==> src/rtl/inst_fetch_responder_pkg.sv <==
// Shared definitions for the instruction-fetch responder.
// Provides the FSM state encoding and the instruction address / instruction
// widths used by the responder and by anything that talks to it.
package inst_fetch_responder_pkg;

    localparam int INSTRUCTION_ADDRESS_SIZE = 32;
    localparam int INSTRUCTION_SIZE         = 32;
    localparam int INSTRUCTION_BYTES        = 4;

    typedef enum logic [1:0] {
        IFR_IDLE  = 2'd0,
        IFR_FETCH = 2'd1,
        IFR_RESP  = 2'd2
    } ifr_state_e;

endpackage

==> src/rtl/inst_fetch_responder.sv <==
// Instruction-fetch responder (memory-controller side of the IF miss path).
// Takes a word-fetch request, reads the four bytes of the aligned word over a
// byte-wide RAM port (1-cycle read latency, arbitrated by mem_ready), assembles
// them little-endian and returns the word with a one-cycle completion pulse.
//
// Ports:
//   clk, rst                   clock, synchronous active-high reset
//   instruction_read_flag      IF request level (held while IF stalls)
//   instruction_read_address   requested instruction address
//   _instruction_flag          one-cycle pulse: _instruction is valid
//   _instruction_read_address  echoed request address (unmodified)
//   _instruction               assembled 32-bit instruction
//   mem_ready                  RAM port granted this cycle
//   mem_re, mem_a              byte read strobe and byte address
//   mem_din                    RAM read data, valid the cycle after issue
module inst_fetch_responder
    import inst_fetch_responder_pkg::*;
#(
    parameter int ADDR_WIDTH = INSTRUCTION_ADDRESS_SIZE,
    parameter int INST_BYTES = INSTRUCTION_BYTES
) (
    input  logic                        clk,
    input  logic                        rst,
    input  logic                        instruction_read_flag,
    input  logic [ADDR_WIDTH-1:0]       instruction_read_address,
    output logic                        _instruction_flag,
    output logic [ADDR_WIDTH-1:0]       _instruction_read_address,
    output logic [INSTRUCTION_SIZE-1:0] _instruction,
    input  logic                        mem_ready,
    output logic                        mem_re,
    output logic [ADDR_WIDTH-1:0]       mem_a,
    input  logic [7:0]                  mem_din
);

    localparam logic [2:0] NBYTES = 3'(INST_BYTES);

    ifr_state_e                  state_q, state_d;
    logic [ADDR_WIDTH-1:0]       base_q, base_d;
    logic [ADDR_WIDTH-1:0]       req_addr_q, req_addr_d;
    logic [2:0]                  issue_cnt_q, issue_cnt_d;
    logic [2:0]                  recv_cnt_q, recv_cnt_d;
    logic                        pend_valid_q, pend_valid_d;
    logic [1:0]                  pend_idx_q, pend_idx_d;
    logic [7:0]                  byte_buf_q [4];
    logic [7:0]                  byte_buf_d [4];
    logic                        inst_flag_q, inst_flag_d;
    logic [ADDR_WIDTH-1:0]       inst_addr_q, inst_addr_d;
    logic [INSTRUCTION_SIZE-1:0] inst_q, inst_d;
    logic                        abort;

    always_comb begin
        state_d      = state_q;
        base_d       = base_q;
        req_addr_d   = req_addr_q;
        issue_cnt_d  = issue_cnt_q;
        recv_cnt_d   = recv_cnt_q;
        // A byte is in flight only if it was issued this very cycle.
        pend_valid_d = 1'b0;
        pend_idx_d   = pend_idx_q;
        byte_buf_d   = byte_buf_q;
        inst_flag_d  = 1'b0;
        inst_addr_d  = inst_addr_q;
        inst_d       = inst_q;
        mem_re       = 1'b0;
        mem_a        = '0;
        abort        = 1'b0;

        case (state_q)
            IFR_IDLE: begin
                if (instruction_read_flag) begin
                    base_d      = {instruction_read_address[ADDR_WIDTH-1:2], 2'b00};
                    req_addr_d  = instruction_read_address;
                    issue_cnt_d = '0;
                    recv_cnt_d  = '0;
                    state_d     = IFR_FETCH;
                end
            end

            IFR_FETCH: begin
                // IF dropped the miss or redirected: abandon the word, and any
                // byte still in flight is discarded with it.
                abort = !instruction_read_flag || (instruction_read_address != req_addr_q);
                if (abort) begin
                    state_d = IFR_IDLE;
                end else begin
                    if ((issue_cnt_q < NBYTES) && mem_ready) begin
                        mem_re       = 1'b1;
                        mem_a        = base_q + {{(ADDR_WIDTH-3){1'b0}}, issue_cnt_q};
                        pend_valid_d = 1'b1;
                        pend_idx_d   = issue_cnt_q[1:0];
                        issue_cnt_d  = issue_cnt_q + 3'd1;
                    end
                    if (pend_valid_q) begin
                        byte_buf_d[pend_idx_q] = mem_din;
                        recv_cnt_d             = recv_cnt_q + 3'd1;
                        // Last byte lands now: load the response registers
                        // so the pulse coincides with the RESP state.
                        if (recv_cnt_q == NBYTES - 3'd1) begin
                            state_d     = IFR_RESP;
                            inst_flag_d = 1'b1;
                            inst_addr_d = req_addr_q;
                            inst_d      = {byte_buf_d[3], byte_buf_d[2],
                                           byte_buf_d[1], byte_buf_d[0]};
                        end
                    end
                end
            end

            IFR_RESP: begin
                state_d = IFR_IDLE;
            end

            default: begin
                state_d = IFR_IDLE;
            end
        endcase

        if (rst) begin
            mem_re = 1'b0;
            mem_a  = '0;
        end
    end

    always_ff @(posedge clk) begin
        if (rst) begin
            state_q      <= IFR_IDLE;
            base_q       <= '0;
            req_addr_q   <= '0;
            issue_cnt_q  <= '0;
            recv_cnt_q   <= '0;
            pend_valid_q <= 1'b0;
            pend_idx_q   <= '0;
            for (int i = 0; i < 4; i++) begin
                byte_buf_q[i] <= '0;
            end
            inst_flag_q  <= 1'b0;
            inst_addr_q  <= '0;
            inst_q       <= '0;
        end else begin
            state_q      <= state_d;
            base_q       <= base_d;
            req_addr_q   <= req_addr_d;
            issue_cnt_q  <= issue_cnt_d;
            recv_cnt_q   <= recv_cnt_d;
            pend_valid_q <= pend_valid_d;
            pend_idx_q   <= pend_idx_d;
            byte_buf_q   <= byte_buf_d;
            inst_flag_q  <= inst_flag_d;
            inst_addr_q  <= inst_addr_d;
            inst_q       <= inst_d;
        end
    end

    assign _instruction_flag         = inst_flag_q;
    assign _instruction_read_address = inst_addr_q;
    assign _instruction              = inst_q;

endmodule

==> config.mk <==
export PLATFORM = sky130hd
export DESIGN_NAME = inst_fetch_responder
export DESIGN_NICKNAME = d
export VERILOG_FILES = /design/src/rtl/inst_fetch_responder_pkg.sv /design/src/rtl/inst_fetch_responder.sv
export SDC_FILE = /design/constraint.sdc
export NUM_CORES = 1
export LEC_CHECK = 0
export BUFFER_PORTS_ARGS = -buffer_cell sky130_fd_sc_hd__clkbuf_2
export CAP_MARGIN = 20
export CORE_UTILIZATION = 60
export DETAILED_ROUTE_END_ITERATION = 10
export PLACE_DENSITY = 0.86
export SETUP_SLACK_MARGIN = 0.15
export SLEW_MARGIN = 20
export SYNTH_ARGS = -nofsm -noshare
export SYNTH_HDL_FRONTEND = slang
export SYNTH_SLANG_ARGS = --single-unit
==> constraint.sdc <==
create_clock -name clk -period 4 [get_ports clk]
set_input_delay 0.2 -clock clk [delete_from_list [all_inputs] [get_ports clk]]
set_output_delay 0.2 -clock clk [all_outputs]
set_load 0.1 [all_outputs]
==> results.toml <==
[run_status]
run_status = "finished with violations"
violations = "DRC"

[synth]
synth.distinct_cells = 35
synth_ff_type = "dfxtp_1"
synth-seq-cells = 140
synthMostInstantiatedCell = "dfxtp_1"
synth_edf_count = 0
ys_seq_area_share_pct = 38.0
async_flop_share_pct = 0
synth_commonest_cells = "140 x dfxtp_1, 109 x nand2b_1, 99 x nand2_1"
synth_top_area_share_pct = 38.0
synth_area_per_cell_um2 = 8.88
yosysTopAreaCell = "dfxtp_1"
netlist_instances = 830
syn_nets = 879
syn_area_um2 = 7370
ys_top_cells_by_area = "dfxtp_1 38%, mux2i_1 12%, nand2b_1 9.3%, mux2_4 5.7%, nand2_1 5.0%"
ys_warn_count = 0

[final_layout]
antenna_cells = 0
layout.cells.non_filler = 1100
multiInputGateArea_um2 = 4270
fin_nets = 991
area_delta_synth_final_pct = 16.8
drive_gt1_share_pct = 22.7
nFillCells = 950
ff_latch_area_um2 = 2800

[run]
max_cap_violations = 0

[timing]
rsz0062_at_grt = "no"
max_freq_mhz = 297
layout_min_cycle_time_ps = 3370
hold_violations = 0
fin_skew_ps = 4.76
finalCritPeriodShare_pct = 84.1
worstMarginPinSlew_ps = 781
slew_headroom_pct = 47.9
setup_viol = 0
final-max-slew-violation-count = 0
setup_tns_ps = 0

[global_routing]
grt_start_max_net_pins = 136
grt_pass1_wl_um = 28000
grt_pass1_vias = 5613
grt-ovfl-total = 0
gr-usage-all-layers_pct = 28.1
antenna_found_initial = 0

[floorplan]
pin_count = 142
fp.dieH_um = 113
die_w_um = 113
num_rows = 40
initial_core_util_pct = 61.4
core_area_um2 = 12000
dieArea_um2 = 12700

[route]
vias = 6090
postRouteWirelength_um = 17400
ant_nets = 0
route.detailed.drc = 1
firstDrtPassIters = 8
vias_per_cell = 5.54
post_drt_wl_per_cell_um = 15.8
first_iter_violations = 446

[clocking]
numCtsBuffers = 17
ctsResizeCount = 0
cts_tree = "built"
post_cts_buffers = 0
numClockSinks = 140
ctsHoldBuffers = 0
clockBufferDepth = 2
clk_pin_slew_worst_paths_ps = 50
htreeDepth = 4
clock_latency_ps = 420
clock_tree.root_cell = "clkbuf_16"

[placement]
dp_hpwl_um = 11900
gp_congestion = 0.937
dp_cells = 1070
io_buffers = 141

[worst_hold_path]
hold_class = "input pin to flop"
hold_start = "instruction_read_address[11]"
whs_endpoint = "req_addr_q[11]$_SDFFE_PP0P_"
whs_path_depth = 3

[critical_path]
r2r_start = "req_addr_q[20]$_SDFFE_PP0P_"
path_class = "flop to output port"
worst_setup_path_start_kind = "flop"
cp-end-kind = "output port"
rrSetupSlack_ps = 1350
required_ps = 3800
r2r-end = "_instruction[8]$_SDFFE_PP0P_"
path_max_fanout = 30
worstPathArrival_ps = 3170
r2r_cells = 6

[power_and_ir_drop]
vdd_drop_max_uv = 241
p_per_area_nw_per_um2 = 357
cellLeakagePower_uw = 0.00386
[logic make-up after synthesis]
| group | Yosys count | synth area share [%] |
|---|---|---|
| flip-flops | 140 | 38.0 |
| multiplexers | 119 | 18.1 |
| AND/OR/NAND/NOR | 379 | 27.8 |
| AO/OA/AOI/OAI | 64 | 4.35 |
| XOR/XNOR | 57 | 6.77 |
| buffers and inverters | 66 | 4.06 |
| adder cells (fa/ha/maj) | 5 | 0.849 |
[power breakdown]
group | switching [uW] | total [uW] | internal (uW)
registers | 37.2 | 1450 | 1410
clock network | 547 | 1410 | 867
logic | 123 | 210 | 87.3
total | 707 | 3080 | 2370
[per-stage QoR]
| step | utilization [%] | hold WS [ps] | worst slack, ps | cell area, um2 | power [uW] |
|---|---|---|---|---|---|
| after floorplan | - | 336 | 594 | 7370 | 1610 |
| final | 71.7 | 24.2 | 635 | 8610 | 3080 |
| after global placement | 67.3 | 450 | 1330 | 8080 | 1680 |
| after global routing | 71.7 | 17.8 | 492 | 8610 | 3180 |
| after detailed placement | 67.3 | 456 | 1240 | 8080 | 1690 |
| after CTS | 71.7 | 9.23 | 706 | 8610 | 3090 |
[worst max-delay path by stage]
stage                                      startpoint        end  slack, ps  cells after the start
after floorplan            req_addr_q[2]$_SDFFE_PP0P_  mem_a[26]        590                      7
after global routing      req_addr_q[11]$_SDFFE_PP0P_  mem_a[29]        490                      7
final                      req_addr_q[6]$_SDFFE_PP0P_  mem_a[15]        630                      7
after detailed placement   req_addr_q[6]$_SDFFE_PP0P_  mem_a[26]       1240                      7
after global placement     req_addr_q[6]$_SDFFE_PP0P_  mem_a[29]       1330                      7
after CTS                  req_addr_q[6]$_SDFFE_PP0P_  mem_a[26]        710                      7
[cell usage in the layout, fill, tap and decap left out, types with 3 or more instances in the layout]
cell / netlist / final
nand4_1: 27 / 27
and2_1: 6 / 6
clkbuf_1: 42 / 7
ha_1: 5 / 5
inv_1: 9 / 9
dfxtp_1: 140 / 140
nor4_1: 4 / 4
nor2b_1: 36 / 36
and4_1: 3 / 3
xor2_1: 20 / 20
and3_1: 4 / 4
nand2_1: 99 / 99
mux2_2: 5 / 5
nand3_1: 15 / 15
mux2_4: 28 / 28
or3_1: 3 / 3
o21ai_0: 12 / 12
nand2b_1: 109 / 109
nand4_2: 3 / 3
clkbuf_16: 0 / 17
mux2i_1: 86 / 86
nor2_1: 54 / 54
a21oi_1: 52 / 52
clkbuf_8: 0 / 5
buf_4: 3 / 9
clkbuf_2: 0 / 140
xnor2_1: 37 / 37
[flip-flops by register name, summed over array words and instances (netlist names)]
| name | count |
|---|---|
| req_addr_q | 32 |
| _instruction_flag | 1 |
| pend_idx_q | 2 |
| byte_buf_q | 32 |
| _instruction_read_address | 32 |
| pend_valid_q | 1 |
| recv_cnt_q | 3 |
| state_q | 2 |
| issue_cnt_q | 3 |
| _instruction | 32 |
[cell type report]
| cell class | count | area share [%] |
|---|---|---|
| multi-input combinational | 624 | 49.7 |
| sequential | 140 | 32.6 |
| timing repair buffer | 150 | 9.16 |
| clock buffer | 29 | 6.05 |
| tap | 147 | 2.14 |
| inverter | 9 | 0.392 |
| clock inverter | 1 | 0.0581 |
[worst max-delay path: stages, from the launching register on]
cell and delay [ps]:
dfxtp_1 500, xnor2_1 160, nand4_1 220, nor4_1 570, nand4_1 310, buf_4 320
nor2_1 170, clkbuf_2 470
[layer usage]
layer  GRT usage (%)  part of all wire [%]  routed length (um)
met5               0                     0                   0
met4            10.8                   2.1                 369
met3            5.95                   6.1                1050
met2            42.3                    44                7730
met1            39.4                    47                8240
No activity file was read; power rests on OpenSTA's default activity.
